==> config.mk <==
export PLATFORM = sky130hd
export DESIGN_NAME = fetch_queue_unit
export DESIGN_NICKNAME = d
export VERILOG_FILES = /design/src/rtl/fetch_queue_unit.sv
export SDC_FILE = /design/constraint.sdc
export NUM_CORES = 1
export LEC_CHECK = 0
export ABC_AREA = 1
export CORE_ASPECT_RATIO = 2
export CORE_MARGIN = 2
export CORE_UTILIZATION = 40
export DETAILED_ROUTE_END_ITERATION = 8
export PLACE_DENSITY_LB_ADDON = 0.2
export SLEW_MARGIN = 20
export SYNTH_ARGS = -nofsm -noshare
export SYNTH_HDL_FRONTEND = slang
export SYNTH_SLANG_ARGS = --single-unit
export TNS_END_PERCENT = 5
==> constraint.sdc <==
create_clock -name clk -period 7.12 [get_ports clk]
set_clock_uncertainty 0.1 [all_clocks]
set_input_delay 1.068 -clock clk [delete_from_list [all_inputs] [get_ports clk]]
set_output_delay 1.068 -clock clk [all_outputs]
set_load 0.05 [all_outputs]
==> src/rtl/fetch_queue_unit.sv <==
// fetch_queue_unit: fetch-stage PC generator and decoupling instruction queue.
//
// The fetch PC is shown to an external branch predictor (bp_pc) and to
// instruction memory (imem_req_addr). Each accepted request records
// {pc, pred_pc, ghr} in an in-flight metadata FIFO. Responses return in order.
// Each response is paired with its metadata and pushed into the fetch queue that
// feeds decode. A redirect from Execute clears both FIFOs and drops the
// responses that are still outstanding.
//
// Ports:
//   clk, rst                 clock, asynchronous active-high reset
//   imem_req_*               request valid/ready/address toward instruction memory
//   imem_rsp_*               in-order response valid and instruction word
//   bp_pc / bp_*             PC presented to the predictor, and its prediction
//   redirect_valid/_pc       flush and restart from Execute
//   if_*                     queue head toward decode (valid/ready handshake)
//   fq_count                 current fetch-queue occupancy
//
// Optional feature macro: FETCH_BYPASS_EN. When it is defined, a response that
// arrives at an empty queue is shown on if_* in the same cycle.
module fetch_queue_unit #(
  parameter int unsigned     XLEN     = 32,
  parameter logic [XLEN-1:0] RESET_PC = '0,
  parameter int unsigned     FQ_DEPTH = 4,
  parameter int unsigned     MAX_OUT  = 2,
  parameter int unsigned     GHR_W    = 4
) (
  input  logic                        clk,
  input  logic                        rst,
  output logic                        imem_req_valid,
  input  logic                        imem_req_ready,
  output logic [XLEN-1:0]             imem_req_addr,
  input  logic                        imem_rsp_valid,
  input  logic [31:0]                 imem_rsp_data,
  output logic [XLEN-1:0]             bp_pc,
  input  logic                        bp_taken,
  input  logic [XLEN-1:0]             bp_target,
  input  logic [GHR_W-1:0]            bp_ghr,
  input  logic                        redirect_valid,
  input  logic [XLEN-1:0]             redirect_pc,
  output logic                        if_valid,
  input  logic                        if_ready,
  output logic [XLEN-1:0]             if_pc,
  output logic [31:0]                 if_instr,
  output logic [XLEN-1:0]             if_pred_pc,
  output logic [GHR_W-1:0]            if_ghr,
  output logic [$clog2(FQ_DEPTH):0]   fq_count
);

  localparam int unsigned CW  = $clog2(FQ_DEPTH) + 1;
  localparam int unsigned QAW = $clog2(FQ_DEPTH);
  localparam int unsigned MAW = (MAX_OUT > 1) ? $clog2(MAX_OUT) : 1;

  logic [XLEN-1:0] pc_q, pc_d;
  logic [CW-1:0]   out_q, out_d, drop_q, drop_d, cnt_q, cnt_d;
  logic [MAW-1:0]  m_wr_q, m_wr_d, m_rd_q, m_rd_d;
  logic [QAW-1:0]  q_wr_q, q_wr_d, q_rd_q, q_rd_d;

  logic [XLEN-1:0]  m_pc_mem   [MAX_OUT];
  logic [XLEN-1:0]  m_pred_mem [MAX_OUT];
  logic [GHR_W-1:0] m_ghr_mem  [MAX_OUT];
  logic [XLEN-1:0]  q_pc_mem    [FQ_DEPTH];
  logic [31:0]      q_instr_mem [FQ_DEPTH];
  logic [XLEN-1:0]  q_pred_mem  [FQ_DEPTH];
  logic [GHR_W-1:0] q_ghr_mem   [FQ_DEPTH];

  logic [CW:0]     credit_sum;
  logic            req_fire, rsp_drop, rsp_keep, bypass, push_q, pop_q, q_empty;
  logic [XLEN-1:0] pred_pc;

  // The metadata FIFO depth need not be a power of two, so wrap explicitly.
  function automatic logic [MAW-1:0] m_inc(input logic [MAW-1:0] p);
    return (p == MAW'(MAX_OUT - 1)) ? '0 : p + MAW'(1);
  endfunction

  // Outstanding + queued never exceeds FQ_DEPTH, so a response always finds a slot.
  assign credit_sum     = {1'b0, out_q} + {1'b0, cnt_q};
  assign imem_req_valid = !rst && !redirect_valid && (out_q < CW'(MAX_OUT)) &&
                          (credit_sum < (CW + 1)'(FQ_DEPTH));
  assign imem_req_addr  = pc_q;
  assign bp_pc          = pc_q;
  assign req_fire       = imem_req_valid && imem_req_ready;
  assign pred_pc        = bp_taken ? bp_target : pc_q + XLEN'(4);

  assign rsp_drop = (drop_q != '0);
  assign rsp_keep = imem_rsp_valid && !rsp_drop && !redirect_valid;
  assign q_empty  = (cnt_q == '0);

`ifdef FETCH_BYPASS_EN
  assign bypass = rsp_keep && q_empty;
`else
  assign bypass = 1'b0;
`endif

  assign if_valid = !q_empty || bypass;
  assign pop_q    = if_ready && !q_empty;
  // A bypassed response that decode takes this cycle is never written.
  assign push_q   = rsp_keep && !(bypass && if_ready);
  assign fq_count = cnt_q;

  always_comb begin
    if_pc      = q_pc_mem[q_rd_q];
    if_instr   = q_instr_mem[q_rd_q];
    if_pred_pc = q_pred_mem[q_rd_q];
    if_ghr     = q_ghr_mem[q_rd_q];
    if (bypass) begin
      if_pc      = m_pc_mem[m_rd_q];
      if_instr   = imem_rsp_data;
      if_pred_pc = m_pred_mem[m_rd_q];
      if_ghr     = m_ghr_mem[m_rd_q];
    end
  end

  always_comb begin
    pc_d   = pc_q;
    out_d  = out_q + CW'(req_fire) - CW'(imem_rsp_valid);
    drop_d = drop_q;
    m_wr_d = m_wr_q;
    m_rd_d = m_rd_q;
    q_wr_d = q_wr_q;
    q_rd_d = q_rd_q;
    cnt_d  = cnt_q + CW'(push_q) - CW'(pop_q);
    if (req_fire) begin
      pc_d   = pred_pc;
      m_wr_d = m_inc(m_wr_q);
    end
    if (imem_rsp_valid && rsp_drop) drop_d = drop_q - CW'(1);
    if (rsp_keep) m_rd_d = m_inc(m_rd_q);
    if (push_q)   q_wr_d = q_wr_q + QAW'(1);
    if (pop_q)    q_rd_d = q_rd_q + QAW'(1);
    if (redirect_valid) begin
      pc_d   = redirect_pc & ~XLEN'(3);
      // Every request still in flight is stale; this replaces any old count.
      drop_d = out_q - CW'(imem_rsp_valid);
      m_wr_d = '0;
      m_rd_d = '0;
      q_wr_d = '0;
      q_rd_d = '0;
      cnt_d  = '0;
    end
  end

  always_ff @(posedge clk or posedge rst) begin
    if (rst) begin
      pc_q   <= RESET_PC;
      out_q  <= '0;
      drop_q <= '0;
      m_wr_q <= '0;
      m_rd_q <= '0;
      q_wr_q <= '0;
      q_rd_q <= '0;
      cnt_q  <= '0;
    end else begin
      pc_q   <= pc_d;
      out_q  <= out_d;
      drop_q <= drop_d;
      m_wr_q <= m_wr_d;
      m_rd_q <= m_rd_d;
      q_wr_q <= q_wr_d;
      q_rd_q <= q_rd_d;
      cnt_q  <= cnt_d;
    end
  end

  // Storage arrays carry no reset; occupancy is tracked by the pointers.
  always_ff @(posedge clk) begin
    if (req_fire) begin
      m_pc_mem[m_wr_q]   <= pc_q;
      m_pred_mem[m_wr_q] <= pred_pc;
      m_ghr_mem[m_wr_q]  <= bp_ghr;
    end
    if (push_q) begin
      q_pc_mem[q_wr_q]    <= m_pc_mem[m_rd_q];
      q_instr_mem[q_wr_q] <= imem_rsp_data;
      q_pred_mem[q_wr_q]  <= m_pred_mem[m_rd_q];
      q_ghr_mem[q_wr_q]   <= m_ghr_mem[m_rd_q];
    end
  end

endmodule
Word level (Yosys, flattened, before mapping)
Memories as Yosys holds them, arrays and structs flattened.
Index checks and enable logic that the tools add are counted.
{"block": "classes", "add_sub_neg": 12, "n_mul": 0, "n_div": 0, "order_cmp": 2, "n_eq_ne": 0, "n_shift": 0, "muxes": 20, "bitwise": 0, "n_reduce_logical": 18}
{"cell": "2-to-1 mux 32 bit", "count": 3}
{"cell": "adder 32 x 3 -> 32 bit, second input constant", "count": 1}
{"cell": "2-to-1 mux 1 bit", "count": 10}
{"cell": "2-to-1 mux 3 bit", "count": 3}
{"cell": "subtractor 3 x 1 -> 3 bit", "count": 3}
{"cell": "logical AND 1 bit", "count": 8}
{"cell": "2-to-1 mux 2 bit", "count": 4}
{"cell": "nonzero test 2 bit", "count": 4}
{"cell": "adder 3 x 1 -> 3 bit", "count": 2}
{"cell": "adder 2 x 1 -> 2 bit, second input constant", "count": 2}
{"cell": "adder 3 x 3 -> 4 bit", "count": 1}
{"cell": "zero test 1 bit", "count": 4}
{"cell": "< comparator 4 x 3 -> 1 bit, second input constant", "count": 1}
{"cell": "zero test 3 bit", "count": 1}
{"cell": "< comparator 3 x 2 -> 1 bit, second input constant", "count": 1}
{"cell": "nonzero test 3 bit", "count": 1}
{"cell": "subtractor 3 x 1 -> 3 bit, second input constant", "count": 1}
{"cell": "adder 1 bit, second input constant", "count": 2}
{"block": "totals", "reg_bits": 47, "latchBits": 0, "ramBits": 536, "mem_bits_ro": 0, "in_bits": 107, "n_memories": 7}
{"memory": "q_instr_mem", "depth": 4, "word_bits": 32, "rd": 1, "rd_ports_with_merged_regs": 0, "write_ports": 1, "line": "63", "text": "logic [31:0] q_instr_mem [FQ_DEPTH];"}
{"memory": "q_pc_mem", "depth": 4, "word_bits": 32, "rd": 1, "rd_ports_with_merged_regs": 0, "write_ports": 1, "line": "62", "text": "logic [XLEN-1:0] q_pc_mem [FQ_DEPTH];"}
{"memory": "q_pred_mem", "depth": 4, "word_bits": 32, "rd": 1, "rd_ports_with_merged_regs": 0, "write_ports": 1, "line": "64", "text": "logic [XLEN-1:0] q_pred_mem [FQ_DEPTH];"}
{"memory": "m_pc_mem", "depth": 2, "word_bits": 32, "rd": 1, "rd_ports_with_merged_regs": 0, "write_ports": 1, "line": "59", "text": "logic [XLEN-1:0] m_pc_mem [MAX_OUT];"}
{"memory": "m_pred_mem", "depth": 2, "word_bits": 32, "rd": 1, "rd_ports_with_merged_regs": 0, "write_ports": 1, "line": "60", "text": "logic [XLEN-1:0] m_pred_mem [MAX_OUT];"}
{"memory": "q_ghr_mem", "depth": 4, "word_bits": 4, "rd": 1, "rd_ports_with_merged_regs": 0, "write_ports": 1, "line": "65", "text": "logic [GHR_W-1:0] q_ghr_mem [FQ_DEPTH];"}
{"memory": "+1 memories"}

Longest topological paths before layout
{"block": "depth", "word_depth": 7, "depth_mapped": 12}

Least setup slack after synthesis
No wires, ideal clock.
{"block": "synth_path", "kind": "input port to flip-flop", "startpoint": "input port redirect_valid", "endpoint": "memory q_ghr_mem[0][0] (enable)", "t_arrival_ps": 5666, "t_required_ps": 6460, "slack_ps": 794, "cell_stages": 4, "n_path_buf": 1, "path_cell_list": "buf_6 -> nor2_1 -> inv_1 -> nor2_1"}
{"block": "synth_between", "elab_chain_len": 4}
{"element": "start, declared", "line": "39", "text": "input logic redirect_valid,"}
{"element": "zero test 1 bit", "line": "86", "text": "assign rsp_keep = imem_rsp_valid && !rsp_drop && !redirect_valid;"}
{"element": "logical AND 1 bit", "line": "86"}
{"element": "2-to-1 mux 1 bit", "line": "172", "text": "if (push_q) begin"}
{"element": "2-to-1 mux 1 bit (implied by the code)", "line": "176", "text": "q_ghr_mem[q_wr_q] <= m_ghr_mem[m_rd_q];"}
{"element": "end, declared", "line": "65"}
No other way between the ends.

Worst setup path after layout
{"block": "layout_path", "startpoint": "register q_rd_q[1]", "endpoint": "output port if_pc[31]"}
{"block": "layout_between", "elab_chain_len": 1}
{"element": "start, declared", "line": "57", "text": "logic [QAW-1:0] q_wr_q, q_wr_d, q_rd_q, q_rd_d;"}
{"element": "start signal, assigned", "line": "160", "text": "q_rd_q <= q_rd_d;"}
{"element": "memory (4 x 32 bit)"}
{"element": "end, declared", "line": "43", "text": "output logic [XLEN-1:0] if_pc,"}
No other way between the ends.

==> flow_metrics.env <==
export IMPL_cts_max_level=2
export IMPL_hold_buffers=0
export IMPL_grt_busiest_layer="met2"
export IMPL_drtAntennaViolNets=0
export IMPL_yosysWarnings=0
export IMPL_ys_ff_latch=583
export IMPL_row_count=126
export IMPL_power_density_mw_per_mm2=343.7
export IMPL_wirelength_um=64580
export IMPL_port_buffers=273
export IMPL_post_route_period_util=0.7427
export IMPL_critPathTopFamily="buffers and inverters"
export IMPL_wire_per_inst_um=21.65
export IMPL_worst_slew_pin_slew_ns=1.067
export IMPL_antenna_found_initial=1
export IMPL_ir_worst_vdd_mv=0.2802
export IMPL_worstHoldStart="out_q[0]"
export IMPL_die_y_um=347.9
export IMPL_hold_violations=0
export IMPL_numCtsBuffers=52
export IMPL_max_freq_mhz=189.1
export IMPL_grt_overflow=0
export IMPL_cap_violations=0
export IMPL_core_mm2=0.05880
export IMPL_r2r_start="drop_q[0]"
export IMPL_ys_seq_area_frac=0.7304
export IMPL_worstPathCellList="clkinv_2 > buf_4 > o21ai_0 > o22ai_1 > clkdlybuf4s50_1"
export IMPL_ys_top_cells_by_area="edfxtp_1 68%, nand2_1 6.3%, o21ai_0 5.1%"
export IMPL_drtIter0Drc=1135
export IMPL_synthArstFlopShare=0.08062
export IMPL_fin_crit_ns=5.288
export IMPL_cts_setup_buffers=0
export IMPL_synthCells=1955
export IMPL_synth_net_count=2080
export IMPL_worst_r2r_cell_count=7
export IMPL_synthTopCellsByCount="536 x edfxtp_1, 400 x nand2_1, 259 x nor2_1"
export IMPL_cts_tree="built"
export IMPL_grt_max_degree=133
export IMPL_worstSetupStartpoint="q_rd_q[1]"
export IMPL_use_met1=0.2527
export IMPL_drc=0
export IMPL_cts_sinks=583
export IMPL_crit_fanout=60
export IMPL_arrival_ns=4.12
export IMPL_hpwl_um=39190
export IMPL_grt_pass1_vias=15620
export IMPL_hold_slack_ns=0.4743
export IMPL_dieArea_mm2=0.06120
export IMPL_slew_headroom=0.2878
export IMPL_ctsResizeCount=0
export IMPL_synth_cell_types=38
export IMPL_synth_top_area_share=0.6807
export IMPL_nNetsFinal=2297
export IMPL_synth_ff_type="edfxtp_1"
export IMPL_status="finished clean"
export IMPL_min_to="out_q[0]"
export IMPL_path_buf_inv=3
export IMPL_setup_viol=0
export IMPL_cts_root_buf="clkbuf_16"
export IMPL_max_stage_delay_ns=0.88
export IMPL_r2r_end="q_instr_mem[0][31]"
export IMPL_clk_path_buf_depth=3
export IMPL_first_pass_iters=5
export IMPL_place_congestion=0.8775
export IMPL_hold_class="register to register"
export IMPL_syn_area_mm2=0.02365
export IMPL_rsz0062_at_grt="false"
export IMPL_initial_core_util=0.4021
export IMPL_drive_gt1_frac=0.06504
export IMPL_synthMostInstantiatedCell="edfxtp_1"
export IMPL_vias=15410
export IMPL_crit_slowest_cell="clkdlybuf4s50_1"
export IMPL_pin_count=276
export IMPL_clk_pin_slew_ns=0.07
export IMPL_required_ns=5.95
export IMPL_worstSetupPathType="register to primary output"
export IMPL_p_leak_nw=10.07
export IMPL_yosys_area_top_type="edfxtp_1"
export IMPL_hold_depth=1
export IMPL_syn2layout_area_growth_pct=21.27
export IMPL_reg2reg_slack_ns=4.02
export IMPL_dieWidth_um=175.9
export IMPL_end_kind="primary output"
export IMPL_grt_pass1_wl_um=96830
export IMPL_finalMaxSlewViolations=0
export IMPL_fillers=5135
export IMPL_tns_ns=0
export IMPL_use_met2=0.3871
export IMPL_clk_latency_ns=0.59
export IMPL_viasPerCell=5.165
export IMPL_grt_usage=0.2124
export IMPL_gr_usage_met3=0.02752
export IMPL_avgSynthCellArea_um2=12.10
export IMPL_cp_start_kind="register"
export IMPL_synth_enable_flop_cells=536
-- metrics by stage --
step           setup slack [ns]  total power, mW  cells    util  area [um^2]
2_1_floorplan            0.7944            6.081   1955       -        23650
3_3_place_gp              2.335            7.092   2886  0.4584        26960
3_5_place_dp              2.331            7.151   2886  0.4584        26960
4_1_cts                   1.689            9.971   2982  0.4876        28670
5_1_grt                   1.584            10.27   2982  0.4876        28670
6_report                  1.832            9.857   2983  0.4877        28680
-- cell usage in the layout (no fill, tap or decap), types with 4 or more instances in the layout --
cell type	instances
inv_1	83
xor2_1	5
and2_1	11
clkinv_1	4
o22ai_1	100
clkbuf_1	11
nand2_1	400
nor2_4	7
nor2_1	253
o21a_1	4
ha_1	16
buf_4	15
or2_2	14
clkinv_4	5
clkdlybuf4s50_1	273
clkinv_2	14
o211ai_1	11
bufinv_16	5
o21ai_0	239
buf_12	5
nor2_2	4
edfxtp_1	536
dfrtp_1	44
a21oi_1	5
o21ai_1	5
nand3_1	59
clkbuf_16	53
-- power breakdown --
group / internal (mW) / leakage, nW / switching [mW]
registers: 3.98 / 5.41 / 0.190
logic: 0.830 / 3.82 / 2.04
clock network: 1.59 / 0.840 / 1.23
total: 6.40 / 10.1 / 3.46
-- worst max-delay path by stage --
stage,to,cells past startpoint
floorplan,q_ghr_mem[0][0],4
global placement,if_pc[31],5
detailed placement,if_pc[31],5
CTS,if_pc[31],5
global route,if_pred_pc[12],5
finish,if_pc[31],5
-- sequential cells by signal (all words and copies together), names as in the netlist --
name / count
m_wr_q: 1
fq_count: 3
q_ghr_mem: 16
m_rd_q: 1
m_pc_mem: 64
bp_pc: 32
m_pred_mem: 64
q_wr_q: 2
q_pred_mem: 128
q_instr_mem: 128
q_rd_q: 2
out_q: 3
drop_q: 3
q_pc_mem: 128
m_ghr_mem: 8
-- cell families after synthesis --
| kind of cell | count (synthesis) | synth area share |
|---|---|---|
| xor+xnor | 7 | 0.002593 |
| simple gates | 756 | 0.1286 |
| buf+inv | 221 | 0.04249 |
| fa+ha+maj | 18 | 0.01016 |
| compound gates | 370 | 0.08572 |
| flops | 583 | 0.7304 |
-- layer usage --
metal | up-vias | share of wire
met4 | 2 | 0.038
met5 | - | 0.00015
met3 | 99 | 0.050
li1 | 7256 | -
met2 | 487 | 0.52
met1 | 7563 | 0.39
-- worst reg2reg max path: stages, from the launching register on --
cell and delay [ns]:
dfrtp_1 0.36, inv_1 0.11, ha_1 0.19, nand3_1 0.11, nor2_1 0.26, inv_1 0.27
nor2_4 0.71, buf_12 0.57
-- cell type report --
type,count,area (um^2),share of cell area
timing repair buffer,293,2945,0.1027
sequential,583,17280,0.6027
antenna,1,2.502,0.00008726
inverter,91,354.1,0.01235
multi-input combinational,1151,5415,0.1888
clock buffer,67,1409,0.04913
clock inverter,29,306.5,0.01069
tap,768,960.9,0.03351
(Power assumes the default switching activity.)
